<file path="config.mk">
export PLATFORM = sky130hd
export DESIGN_NAME = mm_seq_ctrl
export DESIGN_NICKNAME = d
export VERILOG_FILES = /design/src/rtl/mm_pkg.sv /design/src/rtl/rr_arb2.sv /design/src/rtl/mm_seq_ctrl.sv
export SDC_FILE = /design/constraint.sdc
export NUM_CORES = 1
export LEC_CHECK = 0
export BUFFER_PORTS_ARGS = -buffer_cell sky130_fd_sc_hd__buf_2
export CELL_PAD_IN_SITES_DETAIL_PLACEMENT = 1
export CELL_PAD_IN_SITES_GLOBAL_PLACEMENT = 1
export CORE_AREA = 2 2 74 76
export DETAILED_ROUTE_END_ITERATION = 8
export DIE_AREA = 0 0 76 78
export MAX_ROUTING_LAYER = met4
export PLACE_DENSITY = 0.78
export SYNTH_ARGS = -nofsm -noshare
export SYNTH_HDL_FRONTEND = slang
export SYNTH_HIERARCHICAL = 1
export SYNTH_SLANG_ARGS = --single-unit
</file>
<file path="constraint.sdc">
create_clock -name clk -period 2.4 [get_ports clk]
set_input_delay 0.6 -clock clk [delete_from_list [all_inputs] [get_ports clk]]
set_output_delay 0.6 -clock clk [all_outputs]
set_load 0.01 [all_outputs]
</file>
<file path="src/rtl/mm_pkg.sv">
// Shared types and constants for the matrix-multiply job sequencer.
// Holds the FSM encoding, the operand width and the N = 2**M derivation.
package mm_pkg;

  localparam int DATA_W = 8;

  typedef enum logic [1:0] {
    ST_IDLE = 2'd0,
    ST_LOAD = 2'd1,
    ST_WAIT = 2'd2,
    ST_DONE = 2'd3
  } mm_state_e;

  function automatic int mm_n(input int m);
    return 1 << m;
  endfunction

endpackage

</file>
<file path="src/rtl/rr_arb2.sv">
// Two-requester round-robin arbiter: a sole requester wins; on a tie the
// requester that was not served last wins. last_i = index of last owner.
module rr_arb2 (
  input  logic [1:0] req_i,
  input  logic       last_i,
  output logic [1:0] gnt_o
);

  always_comb begin
    gnt_o = 2'b00;
    case (req_i)
      2'b01:   gnt_o = 2'b01;
      2'b10:   gnt_o = 2'b10;
      2'b11:   gnt_o = last_i ? 2'b01 : 2'b10;
      default: gnt_o = 2'b00;
    endcase
  end

endmodule

</file>
<file path="src/rtl/mm_seq_ctrl.sv">
// Job sequencer feeding a shared multiplier: arbitrates two requesters, streams
// N*N operand pairs, then waits for the result-valid or a bounded timeout.
module mm_seq_ctrl
  import mm_pkg::*;
#(
  parameter int M       = 2,
  parameter int TIMEOUT = 64
) (
  input  logic              clk,
  input  logic              reset,
  input  logic [1:0]        req,
  output logic [1:0]        grant,
  output logic [2*M-1:0]    idx,
  input  logic [DATA_W-1:0] a0_data,
  input  logic [DATA_W-1:0] b0_data,
  input  logic [DATA_W-1:0] a1_data,
  input  logic [DATA_W-1:0] b1_data,
  output logic [DATA_W-1:0] mm_a,
  output logic [DATA_W-1:0] mm_b,
  output logic              mm_en,
  input  logic              mm_en_out,
  output logic [1:0]        done,
  output logic              timeout,
  output logic              busy,
  output mm_state_e         dbg_state
);

  localparam int N      = mm_n(M);
  localparam int IDX_W  = 2 * M;
  localparam int CNT_W  = $clog2(TIMEOUT + 1);
  localparam logic [IDX_W-1:0] IDX_LAST = IDX_W'(N * N - 1);
  localparam logic [CNT_W-1:0] CNT_MAX  = CNT_W'(TIMEOUT);

  mm_state_e         state_q, state_d;
  logic [1:0]        grant_q, grant_d;
  logic [IDX_W-1:0]  idx_q, idx_d;
  logic [DATA_W-1:0] mm_a_q, mm_a_d, mm_b_q, mm_b_d;
  logic              mm_en_q, mm_en_d;
  logic [CNT_W-1:0]  cnt_q, cnt_d;
  logic              tflag_q, tflag_d;
  logic              last_q, last_d;
  logic [1:0]        arb_gnt;

  rr_arb2 u_arb (
    .req_i  (req),
    .last_i (last_q),
    .gnt_o  (arb_gnt)
  );

  always_ff @(posedge clk or posedge reset) begin
    if (reset) begin
      state_q <= ST_IDLE;
      grant_q <= 2'b00;
      idx_q   <= '0;
      mm_a_q  <= '0;
      mm_b_q  <= '0;
      mm_en_q <= 1'b0;
      cnt_q   <= '0;
      tflag_q <= 1'b0;
      last_q  <= 1'b1;
    end else begin
      state_q <= state_d;
      grant_q <= grant_d;
      idx_q   <= idx_d;
      mm_a_q  <= mm_a_d;
      mm_b_q  <= mm_b_d;
      mm_en_q <= mm_en_d;
      cnt_q   <= cnt_d;
      tflag_q <= tflag_d;
      last_q  <= last_d;
    end
  end

  always_comb begin
    state_d = state_q;
    grant_d = grant_q;
    idx_d   = idx_q;
    mm_a_d  = mm_a_q;
    mm_b_d  = mm_b_q;
    mm_en_d = 1'b0;
    cnt_d   = cnt_q;
    tflag_d = tflag_q;
    last_d  = last_q;
    case (state_q)
      ST_IDLE: begin
        idx_d   = '0;
        cnt_d   = '0;
        tflag_d = 1'b0;
        if (req != 2'b00) begin
          state_d = ST_LOAD;
          grant_d = arb_gnt;
        end
      end
      ST_LOAD: begin
        // Operands for idx_q appear on mm_a/mm_b with mm_en one cycle later.
        mm_a_d  = grant_q[1] ? a1_data : a0_data;
        mm_b_d  = grant_q[1] ? b1_data : b0_data;
        mm_en_d = 1'b1;
        if (idx_q == IDX_LAST) begin
          idx_d   = '0;
          cnt_d   = '0;
          state_d = ST_WAIT;
        end else begin
          idx_d = idx_q + 1'b1;
        end
      end
      ST_WAIT: begin
        // Counter stops at TIMEOUT because the FSM leaves WAIT on that edge.
        if (mm_en_out) begin
          state_d = ST_DONE;
        end else begin
          cnt_d = cnt_q + 1'b1;
          if (cnt_q + 1'b1 == CNT_MAX) begin
            state_d = ST_DONE;
            tflag_d = 1'b1;
          end
        end
      end
      ST_DONE: begin
        state_d = ST_IDLE;
        grant_d = 2'b00;
        last_d  = grant_q[1];
        tflag_d = 1'b0;
      end
      default: state_d = ST_IDLE;
    endcase
  end

  assign grant     = grant_q;
  assign idx       = idx_q;
  assign mm_a      = mm_a_q;
  assign mm_b      = mm_b_q;
  assign mm_en     = mm_en_q;
  assign done      = (state_q == ST_DONE) ? grant_q : 2'b00;
  assign timeout   = (state_q == ST_DONE) && tflag_q;
  assign busy      = (state_q != ST_IDLE);
  assign dbg_state = state_q;

endmodule
</file>
==> metrics.cfg, run 1 <==
[floorplan]
coreArea_um2=5040
die_height_um=78
start_util_pct=35.2
dieArea_um2=5930
rows=26
ios=66
die_w_um=76

[worst_setup_path]
worst_ep_arrival_time_ns=2.22
rrSetupSlack_ns=0.35
critical_path_class=flip-flop to flip-flop
r2r_start=dbg_state[0]
reg2reg_to=dbg_state[1]
cp_max_fo=7
endpoint_kind=flip-flop
critical_path_required_ns=2.57
reg2reg_depth=5
startpoint_type=flip-flop

[detailed_routing]
route.detailed.drc=0
post_drt_wl_per_cell_um=14.0
drt_iter0_drc=47
drt-total-wl_um=4500
viasPerCell=4.90
vias=1578
drt_pass1_iterations=4
postRouteAntennaNets=0

[clock_tree]
cts_tree=yes
post_cts_resize_count=0
cts_sinks=34
clk_latency_ns=0.28
htree_levels=2
clock_path_buffers=2
cts_root_buf=clkbuf_8
hold_buffers=0
postCtsSetupBuffers=0
cts.clk_slew.worst_paths_ns=0.07
cts_made_buffers=5

[pwr]
power.total_mw=2.77
p_per_area_nw_per_um2=1190
ir_drop_mv=0.556
power_leakage_nw=1.08

[final_layout]
final_util_pct=46.2
diodes=0
fillers=616
syn2layout_area_growth_pct=31.3
instances_no_fill=322
design_area_um2=2330
drive_above_1_share_pct=32.9
regArea_um2=852
nNetsFinal=294
multi_input_area_um2=862

[synth]
synth_area_um2=1770
synth_cell_types=34
ys_async_sr_fraction_pct=100
synthTopCellsByCount=dfrtp_1 (33), nor2_1 (23), a21oi_1 (21)
ys_ff_latch=34
ys_warn_count=6
syn_area_per_cell_um2=9.70
synthCells=183
ys_seq_area_share_pct=48.0
synth_compound_area_share_pct=16.0
synth_fa_ha_area_share_pct=4.23
synth_edf_count=0
muxShareOfSynthArea_pct=11.6
synth_most_common_cell=dfrtp_1
synth_nets=226
synth_top_family_by_area=simple AND/OR/NAND/NOR gates
synth_area_leader_cell=dfrtp_1
synthSimpleGateAreaFrac_pct=16.2
synthTopCellsByArea=dfrtp_1 (47%), mux2i_1 (10%), a21oi_1 (5.9%)
synthXorXnorAreaFrac_pct=0.494
yosys_most_used_dff=dfrtp_1
synth_top_area_share_pct=46.5

[timing]
fin_crit_ns=2.05
maxSlewHeadroom_pct=59.6
maxSlewViolCount=0
fmax_ghz=0.488
hold_ws_ns=0.396
finalSetupViolations=0
fin_crit_sh_pct=85.4
skew_ns=0.00408
hold_viol_final=0
setup_tns_ns=0
setup_slack_ns=0.351
worstMarginPinSlew_ns=0.599
rsz0062_at_grt=false

[hold_path]
min_path_type=primary input to async pin

[flow_run]
drv_cap=0

[placed_design]
hpwl_um=3530
dpl-instance-area_um2=2190
placed_cells=314
port_buffers=65
place.gp.congestion=0.796
post-place-ws_ns=0.363

[run_status]
status=finished, final reports clean

[grt]
grt_start_max_net_pins=35
overflow=0
antenna_found_initial=0
grt_pass1_vias=1666
grt_usage_pct=16.8
grt_pass1_wl_um=7770

[kinds of logic (layout without fill, tap and decap cells)]
group	after synthesis	count (layout)
adder cells (fa/ha/maj)	6	6
buffers and inverters	16	85
flip-flops	34	34
AO/OA/AOI/OAI	47	47
multiplexers	20	20
AND/OR/NAND/NOR	59	59
XOR/XNOR	1	1
[report_power, final]
part / total [mW] / switching (mW) / internal [mW]
registers: 0.916 / 0.131 / 0.785
logic: 1.20 / 0.714 / 0.486
clock network: 0.653 / 0.210 / 0.443
[routing by layer]
metal | vias up | routed length (um) | track usage [%]
met5 | - | 0 | -
met4 | 0 | 30 | 4.36
met3 | 4 | 209 | 4.77
met2 | 38 | 2300 | 29.6
met1 | 752 | 1960 | 18.9
li1 | 784 | - | -
[cell type report]
class | instances | share of cell area (%)
inverter | 8 | 1.29
clock inverter | 2 | 2.58
sequential | 34 | 36.6
timing repair buffer | 69 | 15.3
multi-input combinational | 133 | 37.0
clock buffer | 6 | 3.54
tap | 70 | 3.76
[critical path: stages (launching register included)]
cell and delay [ns]:
dfrtp_1 0.41, inv_1 0.11, ha_1 0.33, inv_2 0.11
o41ai_1 0.63, mux2_4 0.35
[registers in the layout, summed over array words and instances, names as in the netlist]
| name | count |
|---|---|
| mm_en | 1 |
| cnt_q | 7 |
| idx | 4 |
| mm_a | 8 |
| tflag_q | 1 |
| grant | 2 |
| mm_b | 8 |
| last_q | 1 |
| dbg_state | 2 |
[cells in the final DEF (no fill, tap or decap), types with 2 or more instances in the layout]
cell type	synthesis	final
buf_2	0	65
dfrtp_1	33	33
nor2_1	23	23
a21oi_1	21	21
mux2i_1	18	18
nand2_1	18	18
inv_1	7	7
o21ai_0	6	6
ha_1	6	6
clkbuf_8	0	6
nand3_1	4	4
nand4b_1	4	4
o211ai_1	4	4
buf_4	0	4
nand2b_1	3	3
o21ai_1	3	3
and2_1	3	3
a21o_1	2	2
a22oi_1	2	2
a2111oi_0	2	2
bufinv_16	0	2
[how the worst max path moves through the flow]
stage,start,to,slack (ns)
finish,dbg_state[0],dbg_state[1],0.35
floorplan,dbg_state[0],dbg_state[1],0.59
detailed placement,dbg_state[0],dbg_state[1],0.36
CTS,dbg_state[0],dbg_state[1],0.34
global route,dbg_state[0],dbg_state[1],0.24
global placement,dbg_state[0],dbg_state[1],0.47
(Power assumes the default switching activity.)
==> run 2, diff against run 1 <==
--- a/config.mk
+++ b/config.mk
@@ -12,7 +12,7 @@
 export DETAILED_ROUTE_END_ITERATION = 8
 export DIE_AREA = 0 0 76 78
 export MAX_ROUTING_LAYER = met4
-export PLACE_DENSITY = 0.78
+export PLACE_DENSITY_LB_ADDON = 0.12
 export SYNTH_ARGS = -nofsm -noshare
 export SYNTH_HDL_FRONTEND = slang
 export SYNTH_HIERARCHICAL = 1
==> metrics.cfg, run 2 (synthesis gave the netlist of run 1 again) <==
[timing]
setup_tns_ns=0  ; unchanged
maxSlewHeadroom_pct=59.4  ; -0.16 points
hold_viol_final=0  ; unchanged
fin_crit_ns=2.03  ; -0.0225 ns
rsz0062_at_grt=false
maxSlewViolCount=0  ; unchanged
setup_slack_ns=0.373  ; +0.0225 ns
fmax_ghz=0.493  ; +1.1%
skew_ns=0.00457  ; +0.000488 ns
worstMarginPinSlew_ns=0.609  ; +0.0102 ns
finalSetupViolations=0  ; unchanged
fin_crit_sh_pct=84.5  ; -0.94 points

[worst_setup_path]
path_cells=inv_1 -> ha_1 -> inv_1 -> buf_2
startpoint_type=flip-flop
critical_path_required_ns=1.80  ; -0.77 ns
slowest_delay_ns=0.42  ; -0.21 ns
cpMostUsedCell=inv_1
endpoint_kind=output port
critPathSlowestCell=dfrtp_1
worst_ep_arrival_time_ns=1.43  ; -0.79 ns
cp_max_fo=8  ; +1
critical_path_class=flip-flop to output port

[detailed_routing]
vias=1572  ; -0.38%
drt_iter0_drc=43  ; -8.5%
drt_pass1_iterations=4  ; unchanged
post_drt_wl_per_cell_um=13.8  ; -1.3%
postRouteAntennaNets=0  ; unchanged
viasPerCell=4.88  ; -0.38%
route.detailed.drc=0  ; unchanged
drt-total-wl_um=4440  ; -1.3%

[pwr]
p_int_mw=1.50  ; -12%
swShare_pct=40.5  ; +2.4 points
pwr-share-seq_pct=37.1  ; +4.0 points
ir_drop_mv=0.406  ; -27%
p_per_area_nw_per_um2=1110  ; -6.7%
power_frac_comb_pct=46.0  ; +2.7 points
p_clk_share_pct=17.0  ; -6.6 points
switchingPower_mw=1.02  ; -3.0%
power_leakage_nw=1.06  ; -2.1%

[clock_tree]
postCtsSetupBuffers=0  ; unchanged
cts_tree=yes
htree_levels=2  ; unchanged
cts.clk_slew.worst_paths_ns=0.07  ; about the same
clock_path_buffers=2  ; unchanged
cts_sinks=34  ; unchanged
post_cts_resize_count=0  ; unchanged
clk_latency_ns=0.28  ; about the same
cts_made_buffers=5  ; unchanged
hold_buffers=0  ; unchanged
cts_root_buf=clkbuf_8

[final_layout]
syn2layout_area_growth_pct=28.4
fillers=606  ; -1.6%
nNetsFinal=294  ; unchanged
regArea_um2=852  ; unchanged
mostFrequentLayoutCells=buf_2 (65), dfrtp_1 (33), nor2_1 (23)
final_common_cell=buf_2
multi_input_area_um2=862  ; unchanged
diodes=0  ; unchanged
drive_above_1_share_pct=32.5  ; -0.40 points

[floorplan]
start_util_pct=35.2  ; unchanged
die_w_um=76  ; unchanged
rows=26  ; unchanged
coreArea_um2=5040  ; unchanged
die_height_um=78  ; unchanged
ios=66  ; unchanged
dieArea_um2=5930  ; unchanged

[placed_design]
hpwl_um=3440  ; -2.5%
post-place-ws_ns=0.446  ; +0.0822 ns
port_buffers=65  ; unchanged
place.gp.congestion=0.807  ; +1.4%

[flow_run]
drv_cap=0  ; unchanged

[grt]
overflow=0  ; unchanged
grt_pass1_wl_um=7940  ; +2.2%
grt_pass1_vias=1665  ; -0.060%
grt_usage_pct=16.8  ; -0.056 points
grt_start_max_net_pins=35  ; unchanged
antenna_found_initial=0  ; unchanged

[hold_path]
min_path_type=primary input to async pin

[run_status]
status=finished, final reports clean

==> run 2: final timing paths <==
path / start / to / slack [ns] / cells after the start
max: dbg_state[0] / busy / 0.37 / 4
min: reset / mm_a[2] / 0.42 / 3
max reg2reg: dbg_state[0] / dbg_state[1] / 0.43 / 5
min reg2reg: idx[3] / idx[3] / 0.49 / 1
max in group asynchronous: reset / last_q / 1.64 / 3
min in group clk: idx[3] / idx[3] / 0.49 / 1
==> run 2: routing by layer <==
layer | GRT usage [%] | share of wire, % | vias to the layer above
met2 | 28.8 | 49 | 40
met3 | 4.65 | 5.4 | 4
met4 | 4.18 | 0.90 | 0
met5 | - | 0 | -
li1 | - | - | 783
met1 | 19.6 | 45 | 745
==> run 2: final cells by class <==
| cell class | instances | share of cell area [%] |
|---|---|---|
| clock buffer | 7 | 3.79 |
| timing repair buffer | 69 | 15.6 |
| clock inverter | 1 | 0.220 |
| sequential | 34 | 37.4 |
| inverter | 8 | 1.32 |
| tap | 70 | 3.84 |
| multi-input combinational | 133 | 37.8 |
==> run 2: per-stage QoR <==
step / total power [mW] / instances / cell area [um^2] / hold WS (ns) / utilization, %
floorplan: 1.69 / 183 / 1770 / 0.479 / -
finish: 2.53 / 322 / 2280 / 0.419 / 45.2
global route: 2.75 / 322 / 2280 / 0.466 / 45.2
global placement: 2.12 / 314 / 2190 / 0.495 / 43.4
detailed placement: 2.14 / 314 / 2190 / 0.488 / 43.4
CTS: 2.58 / 322 / 2280 / 0.435 / 45.2
==> run 2: power groups by stage <==
stage          registers, mW  clock network, mW  logic [mW]
3_5_place_dp           0.951                  0        1.19
3_3_place_gp           0.943                  0        1.17
4_1_cts                0.941              0.450        1.19
6_report               0.936              0.429        1.16
2_1_floorplan           1.01                  0       0.685
5_1_grt                0.972              0.470        1.31
==> run 2: worst max-delay path, delay by kind of cell, from the launching register on <==
kind / cells / cell delay [ns]
DFF: 1 / 0.42
buffers and inverters: 3 / 0.41
adders and majority gates: 1 / 0.33
==> run 3, diff against run 2 <==
--- a/config.mk
+++ b/config.mk
@@ -5,12 +5,13 @@
 export SDC_FILE = /design/constraint.sdc
 export NUM_CORES = 1
 export LEC_CHECK = 0
+export ABC_AREA = 1
 export BUFFER_PORTS_ARGS = -buffer_cell sky130_fd_sc_hd__buf_2
 export CELL_PAD_IN_SITES_DETAIL_PLACEMENT = 1
 export CELL_PAD_IN_SITES_GLOBAL_PLACEMENT = 1
-export CORE_AREA = 2 2 74 76
+export CORE_AREA = 2 2 75 77
 export DETAILED_ROUTE_END_ITERATION = 8
-export DIE_AREA = 0 0 76 78
+export DIE_AREA = 0 0 77 79
 export MAX_ROUTING_LAYER = met4
 export PLACE_DENSITY_LB_ADDON = 0.12
 export SYNTH_ARGS = -nofsm -noshare
==> constraint.sdc (replaced) <==
create_clock -name clk -period 2 [get_ports clk]
set_input_delay 0.5 -clock clk [delete_from_list [all_inputs] [get_ports clk]]
set_output_delay 0.5 -clock clk [all_outputs]
set_load 0.01 [all_outputs]
==> metrics.cfg, run 3 <==
[run_status]
status=finished, final reports clean

[placed_design]
dpl-instance-area_um2=2170  ; -0.92%
hpwl_um=3520  ; +2.3%
placed_cells=351  ; +12%
port_buffers=65  ; unchanged
post-place-ws_ns=0.257  ; -0.188 ns
place.gp.congestion=0.773  ; -4.2%

[floorplan]
die_w_um=77  ; +1.3%
coreArea_um2=5340  ; +5.9%
start_util_pct=33.1  ; -2.1 points
rows=27  ; +3.8%
die_height_um=79  ; +1.3%
ios=66  ; unchanged
dieArea_um2=6080  ; +2.6%

[final_layout]
nNetsFinal=329  ; +12%
fillers=706  ; +17%
final_util_pct=42.7  ; -2.5 points
instances_no_fill=358  ; +11%
syn2layout_area_growth_pct=29.0
final_common_cell=buf_2
design_area_um2=2280  ; about the same
drive_above_1_share_pct=31.5  ; -1.1 points
mostFrequentLayoutCells=buf_2 (65), o21ai_0 (44), nand2_1 (41)
diodes=0  ; unchanged

[timing]
setup_tns_ns=0  ; unchanged
finalSetupViolations=0  ; unchanged
maxSlewHeadroom_pct=66.7  ; +7.3 points
hold_ws_ns=0.315  ; -0.104 ns
fmax_ghz=0.553
fin_crit_ns=1.81
fin_crit_sh_pct=90.5
maxSlewViolCount=0  ; unchanged
setup_slack_ns=0.190  ; -0.183 ns
skew_ns=0.00153  ; -0.00303 ns
worstMarginPinSlew_ns=0.497  ; -0.112 ns
rsz0062_at_grt=false
hold_viol_final=0  ; unchanged

[pwr]
p_clk_share_pct=19.2  ; +2.2 points
ir_drop_mv=0.640  ; +58%
power_frac_comb_pct=45.4  ; -0.6 points
swShare_pct=41.9  ; +1.4 points
p_per_area_nw_per_um2=1440  ; +30%
power_leakage_nw=1.18  ; +11%
switchingPower_mw=1.38  ; +35%
p_int_mw=1.91  ; +27%
power.total_mw=3.29  ; +30%
pwr-share-seq_pct=35.4  ; -1.7 points

[detailed_routing]
drt_pass1_iterations=4  ; unchanged
postRouteAntennaNets=0  ; unchanged
drt_iter0_drc=57  ; +33%
vias=1715  ; +9.1%
route.detailed.drc=0  ; unchanged
viasPerCell=4.79  ; -1.9%
post_drt_wl_per_cell_um=13.0  ; -5.7%
drt-total-wl_um=4660  ; +4.9%

[synth]
synth_most_common_cell=o21ai_0
synth_area_um2=1770  ; -0.42%
synthTopCellsByArea=dfrtp_1 (47%), o21ai_0 (12%), nand2_1 (8.7%)
synthTopCellsByCount=o21ai_0 (44), nand2_1 (41), dfrtp_1 (33)
synth_area_leader_cell=dfrtp_1
ys_async_sr_fraction_pct=100  ; unchanged
synth_edf_count=0  ; unchanged
synthCells=218  ; +19%
synth_nets=261  ; +15%
synth_cell_types=29  ; -15%
ys_ff_latch=34  ; unchanged
ys_warn_count=6  ; unchanged
yosys_most_used_dff=dfrtp_1
synth_top_area_share_pct=46.7  ; +0.20 points
syn_area_per_cell_um2=8.10  ; -16%
ys_seq_area_share_pct=48.2  ; +0.20 points

[grt]
grt_pass1_vias=1709  ; +2.6%
grt_start_max_net_pins=35  ; unchanged
grt_usage_pct=16.5  ; -0.22 points
antenna_found_initial=0  ; unchanged
grt_pass1_wl_um=7860  ; -1.0%
overflow=0  ; unchanged

[clock_tree]
hold_buffers=0  ; unchanged
cts_tree=yes
cts_sinks=34  ; unchanged
postCtsSetupBuffers=0  ; unchanged
htree_levels=2  ; unchanged
cts_root_buf=clkbuf_8
clk_latency_ns=0.28  ; about the same
post_cts_resize_count=0  ; unchanged
cts.clk_slew.worst_paths_ns=0.07  ; about the same
cts_made_buffers=5  ; unchanged
clock_path_buffers=2  ; unchanged

[worst_setup_path]
startpoint_type=flip-flop
critical_path_class=flip-flop to output port
worst_ep_arrival_time_ns=1.31  ; -0.12 ns
cp_max_fo=5  ; -3
endpoint_kind=output port
critical_path_required_ns=1.50  ; -0.30 ns

[hold_path]
min_path_type=primary input to async pin

[flow_run]
drv_cap=0  ; unchanged

run 3: kinds of logic after synthesis:
| group | Yosys count | share of synthesized area, % |
|---|---|---|
| xor+xnor | 2 | 0.992 |
| compound gates | 54 | 16.1 |
| flops | 34 | 48.2 |
| simple gates | 92 | 23.4 |
| buf+inv | 30 | 7.01 |
| fa+ha+maj | 6 | 4.25 |
run 3: layer usage:
layer	track usage, %	routed length (um)	vias up	part of all wire (%)
met1	21.0	2260	823	48
li1	-	-	850	-
met2	26.8	2150	37	46
met5	-	0	-	0
met4	5.36	55	0	1.2
met3	3.41	193	5	4.1
run 3: layout make-up:
cell class	instances	area [um^2]	area share, %
sequential	34	852	37.4
multi-input combinational	154	791	34.7
timing repair buffer	68	348	15.3
tap	72	90.1	3.95
inverter	23	86.3	3.79
clock buffer	6	82.6	3.62
clock inverter	1	30.0	1.32
run 3: critical path, cell delays in order (launching register included):
cell     delay [ns]
dfrtp_1        0.41
inv_1          0.09
ha_1           0.22
inv_1          0.15
buf_2          0.16
run 3: final timing paths:
| kind | startpoint | endpoint | slack, ns | cells after the start |
|---|---|---|---|---|
| max in group asynchronous | reset | last_q | 1.34 | 3 |
| worst min register to register | last_q | last_q | 0.47 | 2 |
| worst max-delay path | dbg_state[0] | busy | 0.19 | 4 |
| worst min-delay path | reset | mm_en | 0.31 | 3 |
| min in group clk | last_q | last_q | 0.47 | 2 |
| worst max register to register | dbg_state[0] | cnt_q[3] | 0.26 | 8 |
run 3: power by group through the flow:
| stage | registers, mW | logic (mW) | clock network (mW) |
|---|---|---|---|
| floorplan | 1.25 | 0.886 | 0 |
| global placement | 1.18 | 1.50 | 0 |
| detailed placement | 1.18 | 1.52 | 0 |
| CTS | 1.17 | 1.53 | 0.656 |
| global route | 1.21 | 1.72 | 0.678 |
| finish | 1.17 | 1.49 | 0.633 |
